File: src/rtl/fifo_byte_serializer.sv
// Pops 32-bit words from a synchronous FIFO and streams them out as bytes on a
// valid/ready interface, counting every word that is fully transmitted.
module fifo_byte_serializer #(
   parameter int unsigned DATA_WIDTH  = 32,
   parameter bit          MSB_FIRST   = 1'b1,
   parameter int unsigned COUNT_WIDTH = 16
) (
   input  logic                   clk,
   input  logic                   reset_signal,
   input  logic                   fifo_empty_f,
   input  logic [DATA_WIDTH-1:0]  fifo_data_output,
   output logic                   fifo_read_enable,
   output logic [7:0]             byte_data,
   output logic                   byte_valid,
   input  logic                   byte_ready,
   output logic                   busy,
   output logic [COUNT_WIDTH-1:0] word_count
);

   localparam int unsigned BYTES = DATA_WIDTH / 8;
   localparam int unsigned IDX_W = (BYTES > 1) ? $clog2(BYTES) : 1;
   localparam logic [IDX_W-1:0] LAST_IDX = IDX_W'(BYTES - 1);

   typedef enum logic [1:0] {
      IDLE    = 2'd0,
      FETCH   = 2'd1,
      CAPTURE = 2'd2,
      SEND    = 2'd3
   } state_t;

   state_t                state;
   state_t                state_next;
   logic [DATA_WIDTH-1:0] shift_reg;
   logic [DATA_WIDTH-1:0] load_word;
   logic [DATA_WIDTH-1:0] shifted;
   logic [IDX_W-1:0]      byte_idx;
   logic                  handshake;
   logic                  last_byte;

   // Word as loaded into the shift register: the first byte to send sits on top.
   generate
      if (MSB_FIRST) begin : g_msb_first
         assign load_word = fifo_data_output;
      end else begin : g_lsb_first
         // Byte-reverse so the least-significant byte goes out first.
         always_comb begin
            load_word = '0;
            for (int unsigned b = 0; b < BYTES; b++) begin
               load_word[DATA_WIDTH-1-8*b -: 8] = fifo_data_output[8*b +: 8];
            end
         end
      end
   endgenerate

   // Handshake qualification; byte_valid is high exactly when the FSM is in SEND.
   always_comb begin
      handshake = (state == SEND) && byte_ready;
      last_byte = (byte_idx == LAST_IDX);
      shifted   = shift_reg << 8;
   end

   // State register.
   always_ff @(posedge clk or negedge reset_signal) begin
      if (!reset_signal) begin
         state <= IDLE;
      end else begin
         state <= state_next;
      end
   end

   // Next-state logic; the empty flag is only looked at while idle.
   always_comb begin
      state_next = state;
      case (state)
         IDLE:    if (!fifo_empty_f) state_next = FETCH;
         FETCH:   state_next = CAPTURE;
         CAPTURE: state_next = SEND;
         SEND:    if (handshake && last_byte) state_next = IDLE;
         default: state_next = IDLE;
      endcase
   end

   // Registered outputs and datapath: strobes follow the next state so they line
   // up with the state they belong to, with no input-to-output combinational path.
   always_ff @(posedge clk or negedge reset_signal) begin
      if (!reset_signal) begin
         fifo_read_enable <= 1'b0;
         byte_valid       <= 1'b0;
         busy             <= 1'b0;
         byte_data        <= 8'h00;
         shift_reg        <= '0;
         byte_idx         <= '0;
         word_count       <= '0;
      end else begin
         fifo_read_enable <= (state_next == FETCH);
         byte_valid       <= (state_next == SEND);
         busy             <= (state_next != IDLE);
         if (state == CAPTURE) begin
            shift_reg <= load_word;
            byte_idx  <= '0;
            byte_data <= load_word[DATA_WIDTH-1 -: 8];
         end else if (handshake) begin
            if (last_byte) begin
               byte_idx   <= '0;
               byte_data  <= 8'h00;
               word_count <= word_count + COUNT_WIDTH'(1);
            end else begin
               shift_reg <= shifted;
               byte_data <= shifted[DATA_WIDTH-1 -: 8];
               byte_idx  <= byte_idx + IDX_W'(1);
            end
         end
      end
   end

endmodule

File: config.mk
export PLATFORM = sky130hd
export DESIGN_NAME = fifo_byte_serializer
export DESIGN_NICKNAME = d
export VERILOG_FILES = /design/src/rtl/fifo_byte_serializer.sv
export SDC_FILE = /design/constraint.sdc
export NUM_CORES = 1
export LEC_CHECK = 0
export CAP_MARGIN = 20
export CORE_ASPECT_RATIO = 0.5
export CORE_MARGIN = 8
export CORE_UTILIZATION = 60
export DETAILED_ROUTE_END_ITERATION = 6
export DONT_BUFFER_PORTS = 1
export GPL_TIMING_DRIVEN = 0
export PLACE_DENSITY = 0.76
export SLEW_MARGIN = 40
export SYNTH_ARGS = -nofsm -noshare
export SYNTH_HDL_FRONTEND = slang
export SYNTH_SLANG_ARGS = --single-unit
File: constraint.sdc
create_clock -name clk -period 2.1 [get_ports clk]
set_clock_uncertainty 0.1 [all_clocks]
set_input_delay 0.21 -clock clk [delete_from_list [all_inputs] [get_ports clk]]
set_output_delay 0.21 -clock clk [all_outputs]
set_load 0.03 [all_outputs]
# ---- Word level (Yosys, flattened, before mapping)
# Index checks and enable logic that the tools add are counted.
dict set report op_classes {
  n_addsub 2
  n_eq_ne 7
  mux 12
  n_bitwise 1
  n_reduce_logical 7
}
# op count
set op_table {}
lappend op_table {{$mux W24} 3}
lappend op_table {{$mux W8} 3}
lappend op_table {{$add A16 B1 Y16 const B} 1}
lappend op_table {{$mux W2} 5}
lappend op_table {{$eq A2 B2 Y1 const B} 4}
lappend op_table {{$pmux W2 S4} 1}
lappend op_table {{$eq A2 B1 Y1 const B} 2}
lappend op_table {{$reduce_bool A2 Y1} 2}
lappend op_table {{$reduce_and A3 Y1} 1}
lappend op_table {{$add A2 B1 Y2 const B} 1}
lappend op_table {{$logic_and A1 B1 Y1} 2}
lappend op_table {{$logic_not A2 Y1} 1}
lappend op_table {{$ne A2 B1 Y1 const B} 1}
lappend op_table {{$reduce_and A2 Y1} 1}
lappend op_table {{$not A1 Y1} 1}
dict set report totals {
  register_bits 55
  in_bits 36
  output_inout_bits 27
  elab_cells 37
}

# ---- Depth between registers and ports, before layout
# Gate-level depths: netlist of run 1.
dict set report depth {
  depth_word 6
  depth_mapped 7
  ltp_nobuf 5
}

# ---- Worst setup path after synthesis of run 1
# Ideal clock, no wire load.
dict set report synth_path {
  kind {reg-to-reg}
  startpoint {register word_count[0]}
  endpoint {register word_count[10]}
  setup_ps 134
  t_arrival_ps 1450
  t_required_ps 1866
  path_slack_ps 416
  path_stages_with_launch 6
  period_less_slack_ps 1684
  path_cell_list {dfrtp_1 > ha_1 > nand3_1 > nor4_2 > nand2_1 > xnor2_1}
}
dict set report synth_between {
  elab_chain_cells 1
}
# item line
set synth_rtl {}
lappend synth_rtl {{start, declared} 17} ;# output logic [COUNT_WIDTH-1:0] word_count
lappend synth_rtl {{start signal, assigned} 106} ;# word_count <= word_count + COUNT_WIDTH'(1);
lappend synth_rtl {{$add A16 B1 Y16} 106}
# Every way passes these cells.
# A chain may end at the register's enable or synchronous reset.

# ---- Worst setup path in the final report of run 1
dict set report layout_path {
  startpoint {register word_count[0]}
  endpoint {register word_count[14]}
}
# Same word-level chain as after synthesis.

==> results of run 1 <==
[Yosys cell counts (all sizes together)]
library cell   n  area (um2)
mux2i         16         160
and2           1        6.26
buf            6        30.0
nor2           6        22.5
nor3           2        10.0
nand4          3        33.8
xor2           3        26.3
nor2b          2        12.5
a21oi          8        40.0
ha             2        25.0
and3           2        12.5
a22o           8        70.1
xnor2         12         105
inv            6        22.5
nor4           4        46.3
or3            1        6.26
nand2b         1        6.26
nor3b          8        60.1
nand2         35         131
nand3          8        40.0
o21ai         31         155
clkbuf         7        26.3
dfrtp         55        1380
[cell usage in the layout (no fill, tap or decap), types with 7 or more instances in the layout]
cell,instances
sky130_fd_sc_hd__dlygate4sd3_1,21
sky130_fd_sc_hd__o21ai_1,11
sky130_fd_sc_hd__xnor2_1,12
sky130_fd_sc_hd__dfrtp_1,55
sky130_fd_sc_hd__nor3b_1,8
sky130_fd_sc_hd__a22o_1,8
sky130_fd_sc_hd__o21ai_0,20
sky130_fd_sc_hd__clkbuf_1,8
sky130_fd_sc_hd__clkbuf_8,7
sky130_fd_sc_hd__nand3_1,8
sky130_fd_sc_hd__nand2_1,35
sky130_fd_sc_hd__a21oi_1,8
sky130_fd_sc_hd__mux2i_1,16
[path summary, 6_finish.rpt]
kind | from | end
setup reg to reg | word_count[0]$_DFFE_PN0P_ | word_count[14]$_DFFE_PN0P_
max in group asynchronous | reset_signal | byte_data[5]$_DFFE_PN0P_
min in group asynchronous | reset_signal | shift_reg[20]$_DFFE_PN0P_
hold / removal | fifo_data_output[14] | shift_reg[14]$_DFFE_PN0P_
hold reg to reg | shift_reg[19]$_DFFE_PN0P_ | shift_reg[19]$_DFFE_PN0P_
setup / recovery | word_count[0]$_DFFE_PN0P_ | word_count[14]$_DFFE_PN0P_
[cell families (layout without fill, tap and decap cells)]
family | count (synthesis) | count (layout) | share of synthesized area [%]
simple gates | 73 | 73 | 16.0
flops | 55 | 55 | 56.8
compound gates | 47 | 47 | 10.9
buf+inv | 19 | 49 | 3.25
mux | 16 | 16 | 6.60
xor+xnor | 15 | 15 | 5.42
fa+ha+maj | 2 | 2 | 1.03
[through the flow]
stage	total power, mW	hold WS, ps	worst slack, ps
finish	3.24	7.63	133
global route	3.47	6.29	34.1
CTS	3.26	1.18	111
detailed placement	2.57	-184	135
global placement	2.53	-184	260
floorplan	2.35	-186	416
[report_power, final]
part	internal (mW)	switching, mW
registers	1.32	0.341
clock network	0.302	0.325
logic	0.396	0.561
[critical path: cells and delay by family (launching register included)]
family                   cells  cell delay (ps)
flip-flops                   1              610
XOR/XNOR                     1              140
AND/OR/NAND/NOR              3              730
adder cells (fa/ha/maj)      1              270
[per-layer routing]
layer  vias to the layer above  part of all wire, %  wire length, um
li1                        831                    -                -
met1                       838                   43             2360
met2                        52                   49             2680
met3                         8                  6.7              364
met4                         0                 0.94               51
met5                         -                    0                0
[final cells by class]
cell class | instances | area (um2) | share of cell area, %
Buffer | 13 | 56.3 | 1.99
Timing Repair Buffer | 22 | 238 | 8.40
Multi-Input combinational cell | 153 | 970 | 34.3
Clock buffer | 8 | 100 | 3.54
Sequential cell | 55 | 1380 | 48.6
Tap cell | 54 | 67.6 | 2.39
Inverter | 6 | 22.5 | 0.796
==> metrics list, run 1 <==
- After clock tree synthesis, the clock-pin slew on the worst setup and hold paths is 90 ps.
- The max-slew violation total from the final report came to 0.
- Power per cell area: 1150 nW/um2
- Global routing used 17.6% of the available tracks across all layers.
- Post-Layout Cell Count: 311
- Worst-Skew Late Latency: 310 ps
- Max_cap viols: 0
- Antenna violations before repair: 0
* Number of vias in the routed layout: 1,729
* Largest net degree at the start of global routing: 56
- For the worst setup path, the data required time is 2180 ps.
- The floorplan has 16 rows.
* Max Fclk: 0.508 GHz
* Floorplan Core Area: 3880 um2
* Unique cell type count in the Yosys netlist: 27
* Final hold vios: 0
* Syn-to-layout area delta: 16.7%
* Final critical-path share of the clock period: 93.7%
- The flow ran to the end, and the final reports show no timing, DRC or antenna violations.
- Synthesis produced a netlist with a net count of 265.
- Port Buffer Count: 0
* Overall die width: 106 um
* Cts-stage hold buffer count: 22
* Setup TNS Final: 0 ps
* Number of nets in the layout: 294
- Critical Path End Type: register
- For the worst flop-to-flop path, the logic depth is 5.
- For this design the static power due to leakage is 1.23 nW.
- Delay of the slowest critical-path stage: 610 ps
- Counting flops and latches in the post-synthesis netlist gives 55.
- Global route hottest layer: met2
* Slew at the pin with the worst max-slew slack: 525 ps
- Post-CTS repair changed the size of 0 cells.
* Sum of routed wire length over all layers: 5450 um
- Worst supply voltage drop on vdd: 0.744 mV
- Cell area reported after detailed placement: 2490 um2
* Largest driver fanout on the critical path: 5
- Dividing the detail-routed via count by the number of cells gives 5.56.
- Remaining Overflow, GRT: 0
* Violation count after the first detailed-routing iteration: 69
- Setup violations remaining at the end of the flow were counted as 0.
* Synthesized cell area: 2420 um2
* R2r setup slk: 130 ps
* Starting utilization of the core area: 62.4%
* Met1 Track Usage GR: 20.3%
* Number of flip-flops in the largest register: 24
- Global routing used 31.0% of the available met2 tracks.
- Share of the core filled with cells: 72.9%
- Placer's final routability congestion estimate: 0.736
- TritonCTS sink count: 55
* Half-perimeter wire length after detailed placement: 3680 um
- Clock root cell: sky130_fd_sc_hd__clkbuf_8
* Cell chain of the critical path: ha_1, nand3_1, nor4_2, nand2_1, xnor2_1
* Num ports: 63
* Inserted Diodes: 0
* Number of routed nets with antenna violations: 0
- Filler cells: 289
- The first global-routing pass estimated 8750 um of wire.
- In this run the number of H-tree levels came out at 2.
* Vias in the first global route: 1,732
* Post-route cell area: 2830 um2
* Fin crit period: 1970 ps
- The worst hold path belongs to the class input pin to register.
- Number of buffers created by CTS: 5
- Average instance area after synthesis: 10.7 um2
- Counting every instance in the synthesized netlist gives 227.
* Die outline area: 6450 um2
- Clock Path Buffers: 2
* Setup repair after global routing missed its margin: false
- The worst setup path is of the register to register kind.
* Launching element type of the critical path: register
* First drt pass iteration count: 4
* Placed instance count: 281
- Yosys warnings: 0
* Max_slew headroom: 65.0%
* Sequential area share after synthesis: 56.8%
- Hold path cells: 2
- Chip Height: 61.0 um
* Detailed-route wire length per cell: 17.5 um
* Setup Fix Bufs, Post-CTS: 0
- Remaining DRCs: 0
* Met3 demand-to-capacity share in global routing: 6.14%
* Critical path's slowest cell: sky130_fd_sc_hd__dfrtp_1
- Share of cells above drive strength 1: 6.61%
- Clock tree from TritonCTS: built
- Data arrives at the worst endpoint at 2050 ps.
No activity file was read; power rests on OpenSTA's default activity.
==> inputs of run 2 (changes only) <==
HOLD_SLACK_MARGIN = 0.06   (was not set)
==> run 2 against run 1 <==
Against the previous run: utilization up 3.6 points; wire length grew 9.1%; flip-flop and latch count stayed put; global-route usage is 1.5 points higher; fmax increased by 0.61%; design area increased by 5.0%; non-clock buffer count is 14 higher; clock-buffer cell count stayed put; highest routed layer unchanged; largest cell class unchanged; via count is 5.2% higher; sequential share of layout area down 2.3 points.
==> metrics list, run 2 (same netlist as run 1, synthesis figures left out) <==
- The die footprint is 6450 um2 (unchanged).
* Filler cells: 268 (-7.3%)
- Remaining Overflow, GRT: 0 (unchanged)
- The maximum frequency from static timing analysis was 0.511 GHz (+0.61%).
* Highest-count cells in the layout ignoring fill and taps: sky130_fd_sc_hd__dfrtp_1, sky130_fd_sc_hd__nand2_1, sky130_fd_sc_hd__dlygate4sd3_1
- Final setup viols: 0 (unchanged)
- The die height was 61.0 um (unchanged).
* Number of vias in the routed layout: 1,819 (+5.2%)
* Power per cell area: 1120 nW/um2 (-2.5%)
- Violation count after the first detailed-routing iteration: 69 (unchanged)
- The total wirelength of the detailed-routed design is 5950 um (+9.1%).
- From synthesis to final layout, the design area changed by 22.5%.
* Detailed-route wire length per cell: 18.3 um (+4.4%)
- Port Buffer Count: 0 (unchanged)
- The post-detailed-route DRC marker count is 0 (unchanged).
- The run finished with clean final reports.
* Inserted Diodes: 0 (unchanged)
- By startpoint and endpoint, the worst setup path is classified as register to register.
- Vias in the first global route: 1,817 (+4.9%)
- Clock root cell: sky130_fd_sc_hd__clkbuf_8
* Clock Path Buffers: 2 (unchanged)
- First-pass GRT wire length: 9480 um (+8.4%)
* Half-perimeter wire length after detailed placement: 3680 um (unchanged)
- Signal arrival time at the worst endpoint: 2040 ps (about the same)
* Number of buffers created by CTS: 5 (unchanged)
- The share of final-layout standard cells stronger than drive strength 1 came to 6.27% (-0.34 points).
* Num ports: 63 (unchanged)
- The maximum number of pins on one net before global-route repair is 56 (unchanged).
* Clock tree from TritonCTS: built
- Row cnt: 16 (unchanged)
- Starting utilization of the core area: 62.4% (unchanged)
* Leakage: 1.29 nW (+4.7%)
- The slew of the pin with the lowest slew margin was 514 ps (-11.5 ps).
* Total routing usage reported by global routing: 19.2% (+1.5 points)
- The hold violation total from the final report was 0 (unchanged).
- The number of antenna violations at the first check in global routing is 0 (unchanged).
- The relative slew slack is 65.8% (+0.77 points).
- The max-slew violation total from the final report is 0 (unchanged).
- The path class of the tightest hold or removal check is input pin to register.
* Leading cell type in the layout, fill and taps excluded: sky130_fd_sc_hd__dfrtp_1
* Setup repair after global routing missed its margin: false
* Number of flip-flops in the largest register: 24 (unchanged)
* Number of routed nets with antenna violations: 0 (unchanged)
* Launching element type of the critical path: register
- The first-pass detailed-route iteration total was 4 (unchanged).
- The horizontal die dimension was 106 um (unchanged).
* Floorplan Core Area: 3880 um2 (unchanged)
* Max_cap viols: 0 (unchanged)
- PostCTS Resize Cnt: 0 (unchanged)
* CTS clk-pin slew, worst paths: 90 ps (about the same)
- Critical Path End Type: register
* Worst-Skew Late Latency: 310 ps (about the same)
- Fin crit period: 1960 ps (-12.0 ps)
- The final standard cell count with taps included and fillers excluded was 325 (+4.5%).
- The final weighted congestion of routability-driven global placement is 0.736 (unchanged).
- The via count normalized by instance count was 5.60 (+0.67%).
- The portion of the clock cycle consumed by the worst path in the final layout came to 93.1% (-0.57 points).
* Setup TNS Final: 0 ps (unchanged)
- The maximum fanout encountered on the critical timing path was 5 (unchanged).
- Number of nets in the layout: 308 (+4.8%)
* Worst supply voltage drop on vdd: 0.750 mV (+0.81%)
- The clock net sink count came to 55 (unchanged).
- Placed instance count: 281 (unchanged)
* Worst Path Required: 2190 ps (about the same)
- The H-tree depth was 2 (unchanged).
==> run 2: cell count changes in the layout (fill, tap and decap cells not counted), sizes merged <==
cell,previous run,this run
dlygate4sd3,21,35
==> run 2: what timing repair did <==
item | in CTS | in global routing
buffers inserted | 0 | 0
hold endpoints to repair | 92 | 0
hold buffers | 36 | 0
==> run 2: metal layers <==
metal / wire length [um] / global-route usage (%)
met5: 0 / 0
met3: 465 / 6.57
met1: 2430 / 22.1
met4: 17 / 5.54
met2: 3040 / 33.8
==> run 2: worst paths after layout <==
path / from / slack (ps) / cells after the start / to
max: word_count[0]$_DFFE_PN0P_ / 140 / 5 / word_count[10]$_DFFE_PN0P_
min: byte_ready / 70 / 3 / byte_idx[0]$_DFFE_PN0P_
max reg2reg: word_count[0]$_DFFE_PN0P_ / 140 / 5 / word_count[10]$_DFFE_PN0P_
min reg2reg: shift_reg[11]$_DFFE_PN0P_ / 390 / 2 / shift_reg[11]$_DFFE_PN0P_
max in group asynchronous: reset_signal / 1370 / 2 / word_count[9]$_DFFE_PN0P_
min in group asynchronous: reset_signal / 300 / 2 / shift_reg[23]$_DFFE_PN0P_
==> run 2: layout make-up <==
type                       instances  area, um2  area share [%]
sequential                        55       1380            46.3
multi-input combinational        153        970            32.6
timing repair buffer              36        378            12.7
clock buffer                       8        100            3.37
tap                               54       67.6            2.27
buffer                            13       56.3            1.90
inverter                           6       22.5           0.758
==> run 2: power breakdown <==
part | total [mW] | switching [mW] | internal, mW
Clock | 0.638 | 0.336 | 0.302
Sequential | 1.67 | 0.352 | 1.32
Combinational | 1.01 | 0.597 | 0.414
==> run 2: worst max-delay path, stage by stage (launching register included) <==
cell,delay (ps)
sky130_fd_sc_hd__dfrtp_1,610
sky130_fd_sc_hd__ha_1,270
sky130_fd_sc_hd__nand3_1,160
sky130_fd_sc_hd__nor4_2,430
sky130_fd_sc_hd__nand2_1,120
sky130_fd_sc_hd__xnor2_1,150
==> run 2: stage by stage <==
stage / instance area (um2) / hold WS [ps] / setup slack [ps] / util (%) / total power [mW]
6_report: 2970 / 73.2 / 145 / 76.5 / 3.32
5_1_grt: 2970 / 107 / 41.1 / 76.5 / 3.52
4_1_cts: 2970 / 72.1 / 111 / 76.5 / 3.28
3_5_place_dp: 2490 / -184 / 135 / 64.2 / 2.57
3_3_place_gp: 2490 / -184 / 260 / 64.2 / 2.53
2_1_floorplan: 2420 / -186 / 416 / - / 2.35
==> inputs of run 3 (changes only) <==
ABC_AREA = 1   (was not set)
==> run 3 against run 2 <==
Against the previous run: utilization is 3.0 points lower; via count rose by 19%; sequential power rose by 10%.
==> metrics list, run 3 <==
- Worst supply voltage drop on vdd: 0.818 mV (+9.1%)
- The maximum frequency from static timing analysis came to 0.583 GHz (+14%).
* PostCTS Resize Cnt: 0 (unchanged)
* Max_cap viols: 0 (unchanged)
- The final instance area came to 3160 um2 (+6.3%).
- Hold Crit Class: input pin to register
- The via count of the first global-routing pass was 2,190 (+21%).
* Met3 demand-to-capacity share in global routing: 5.76% (-0.81 points)
- The met1 track demand over resource in global routing is 24.0% (+1.9 points).
- First-pass GRT wire length: 10,400 um (+9.2%)
- The maximum number of pins on one net before global-route repair was 56 (unchanged).
- The remaining global-route overflow is 0 (unchanged).
* Synthesized cell area: 2610 um2 (+7.6%)
- The routed length per placed instance is 14.9 um (-19%).
- Source of the worst hold timing path: fifo_data_output[9]
* Main synth FF type: sky130_fd_sc_hd__dfrtp_1
* Biggest area consumer among synthesized cells: sky130_fd_sc_hd__dfrtp_1
* Launch point of the worst reg-to-reg path: word_count[1]$_DFFE_PN0P_
- Final critical-path share of the clock period: 81.6% (-11 points)
* First drt pass iteration count: 4 (unchanged)
- Violation count after the first detailed-routing iteration: 118 (+71%)
* Remaining DRCs: 0 (unchanged)
- The buffer depth of the longest clock path came to 2 (unchanged).
* Leading cell type in the layout, fill and taps excluded: sky130_fd_sc_hd__nand2_1
- Launching element type of the critical path: register
- The met2 usage in global routing is 29.8% (-4.1 points).
- Max_slew headroom: 70.0% (+4.3 points)
- Leading post-synthesis cells by cell area: sky130_fd_sc_hd__dfrtp_1, sky130_fd_sc_hd__nand2_1, sky130_fd_sc_hd__nor2_1, sky130_fd_sc_hd__o21ai_1, sky130_fd_sc_hd__inv_1
- Start-to-end type of the worst setup path: register to register
- The horizontal die dimension is 109 um (+3.2%).
- R2r setup slk: 390 ps (+240 ps)
* Highest-count cells in the layout ignoring fill and taps: sky130_fd_sc_hd__nand2_1, sky130_fd_sc_hd__dfrtp_1, sky130_fd_sc_hd__nor2_1
- The global-route usage over all layers is 18.7% (-0.49 points).
* Final hold slack: 83.9 ps (+10.7 ps)
* Hold path cells: 4 (+1)
- The final setup violation count is 0 (unchanged).
* Area fraction of the dominant cell type after synthesis: 52.7% (-4.0 points)
- The H-tree depth came to 2 (unchanged).
- STA classifies the critical path endpoint as a register.
- The cell area after placement was 2680 um2 (+7.6%).
- Worst-case reg-to-reg path depth: 8 (+3)
- The max-slew violation total from the final report is 0 (unchanged).
- End of the worst hold path: shift_reg[9]$_DFFE_PN0P_
- Run status: finished, final reports clean
- Fraction of synthesis flops using an asynchronous set or reset pin: 100% (unchanged)
* Number of flip-flops in the largest register: 24 (unchanged)
* Row cnt: 17 (+1)
- The via count normalized by instance count came to 5.26 (-6.1%).
* Fin crit period: 1710 ps (-241 ps)
- The setup TNS came to 0 ps (unchanged).
- Slew at the pin with the worst max-slew slack: 449 ps (-64.2 ps)
- Share of cells above drive strength 1: 8.73% (+2.5 points)
- The number of top-level design ports was 63 (unchanged).
- The number of setup buffers added after CTS is 0 (unchanged).
- The most common cell in the synthesized netlist is sky130_fd_sc_hd__nand2_1.
- The detailed placement HPWL was 4210 um (+14%).
- The number of buffers inserted during clock tree synthesis was 5 (unchanged).
- The synthesized instance count is 313 (+38%).
* Starting utilization of the core area: 60.7% (-1.7 points)
* Total design power: 3.89 mW (+17%)
* Post-Layout Cell Count: 412 (+27%)
- Leakage: 1.55 nW (+20%)
- Power per cell area: 1230 nW/um2 (+10%)
- Average instance area after synthesis: 8.34 um2 (-22%)
- Sum of routed wire length over all layers: 6150 um (+3.3%)
- Worst-case setup slack after placement: 397 ps (+261 ps)
- The total inserted antenna cells is 0 (unchanged).
- The clock input transition at the sequential cells of the worst setup and hold paths came to 100 ps (about the same).
* Worst reg2reg endpoint: word_count[14]$_DFFE_PN0P_
* Clock root cell: sky130_fd_sc_hd__clkbuf_8
* Post-synth EDFFs: 0 (unchanged)
* Antenna violations before repair: 0 (unchanged)
- Share of the core filled with cells: 73.5% (-3.0 points)
- Chip Height: 62.6 um (+2.8%)
- The quantity of I/O buffers inserted on ports is 0 (unchanged).
* Sequential area share after synthesis: 52.7% (-4.0 points)
- Placer's final routability congestion estimate: 0.774 (+5.1%)
- Largest driver fanout on the critical path: 9 (+4)
- Placed instance count: 370 (+32%)
* Worst setup slack after layout: 386 ps (+241 ps)
- Clock tree from TritonCTS: built
- The overall via count from detail_route was 2,166 (+19%).
- Relative to the synthesized area, the layout overhead comes to 20.9%.
* Worst-Skew Late Latency: 300 ps (about the same)
- Number of nets in the layout: 392 (+27%)
- The die footprint was 6840 um2 (+6.0%).
* Commonest cells post-synth: sky130_fd_sc_hd__nand2_1, sky130_fd_sc_hd__dfrtp_1, sky130_fd_sc_hd__nor2_1
* Signal arrival time at the worst endpoint: 1810 ps (-230 ps)
* Worst Path Required: 2190 ps (about the same)
- The clock net sink count is 55 (unchanged).
- #FFs+latches synth: 55 (unchanged)
- The hold violation total from the final report is 0 (unchanged).
* Nets in the synthesized netlist: 351 (+32%)
* Unique cell type count in the Yosys netlist: 26 (-3.7%)
- Number of routed nets with antenna violations: 0 (unchanged)
- Global route hottest layer: met2
- Yosys warnings: 0 (unchanged)
- Setup repair after global routing missed its margin: false
* Floorplan Core Area: 4300 um2 (+11%)
==> run 3: cell type report <==
type                    instances  area, um2
flip-flops and latches         55       1380
fillers                       322       1140
multi-input cells             207       1020
repair buffers                 34        358
inverters                      40        153
clock buffers                   6       82.6
well taps                      57       71.3
plain buffers                  11       60.1
clock inverters                 2       35.0
==> run 3: cells by family after synthesis <==
logic type	share of synthesized area, %
buf+inv	8.15
fa+ha+maj	0.959
compound gates	12.4
xor+xnor	2.01
simple gates	23.8
flops	52.7
==> run 3: what timing repair did <==
item / in CTS / in global routing
endpoints found under the hold margin: 89 / 0
setup endpoints to repair: 0 / 0
hold buffers: 34 / 0
==> run 3: layer usage <==
metal | up-vias | part of all wire, %
li1 | 1080 | -
met1 | 1013 | 44
met2 | 62 | 48
met3 | 11 | 7.2
met4 | 0 | 0.85
met5 | - | 0
==> run 3: worst max path at each step <==
stage / slack [ps] / end / startpoint / cells after the start
floorplan: 550 / word_count[14]$_DFFE_PN0P_ / word_count[1]$_DFFE_PN0P_ / 8
global placement: 460 / word_count[10]$_DFFE_PN0P_ / word_count[1]$_DFFE_PN0P_ / 8
detailed placement: 400 / word_count[14]$_DFFE_PN0P_ / word_count[1]$_DFFE_PN0P_ / 8
CTS: 380 / word_count[14]$_DFFE_PN0P_ / word_count[1]$_DFFE_PN0P_ / 8
global route: 280 / word_count[13]$_DFFE_PN0P_ / word_count[2]$_DFFE_PN0P_ / 7
finish: 390 / word_count[14]$_DFFE_PN0P_ / word_count[1]$_DFFE_PN0P_ / 8
==> run 3: power breakdown <==
group          internal [mW]  total, mW  switching, mW
Sequential              1.40       1.84          0.437
Combinational          0.496       1.33          0.829
Clock                  0.386      0.725          0.338
Total                   2.28       3.89           1.60
==> run 3: critical path: stages (launching register included) <==
cell	delay [ps]
sky130_fd_sc_hd__dfrtp_1	570
sky130_fd_sc_hd__ha_1	210
sky130_fd_sc_hd__inv_1	60
sky130_fd_sc_hd__nor2_1	100
sky130_fd_sc_hd__nand2_1	130
sky130_fd_sc_hd__nor2_8	190
sky130_fd_sc_hd__nand3_1	90
sky130_fd_sc_hd__nand2_1	80
sky130_fd_sc_hd__nand2_1	60
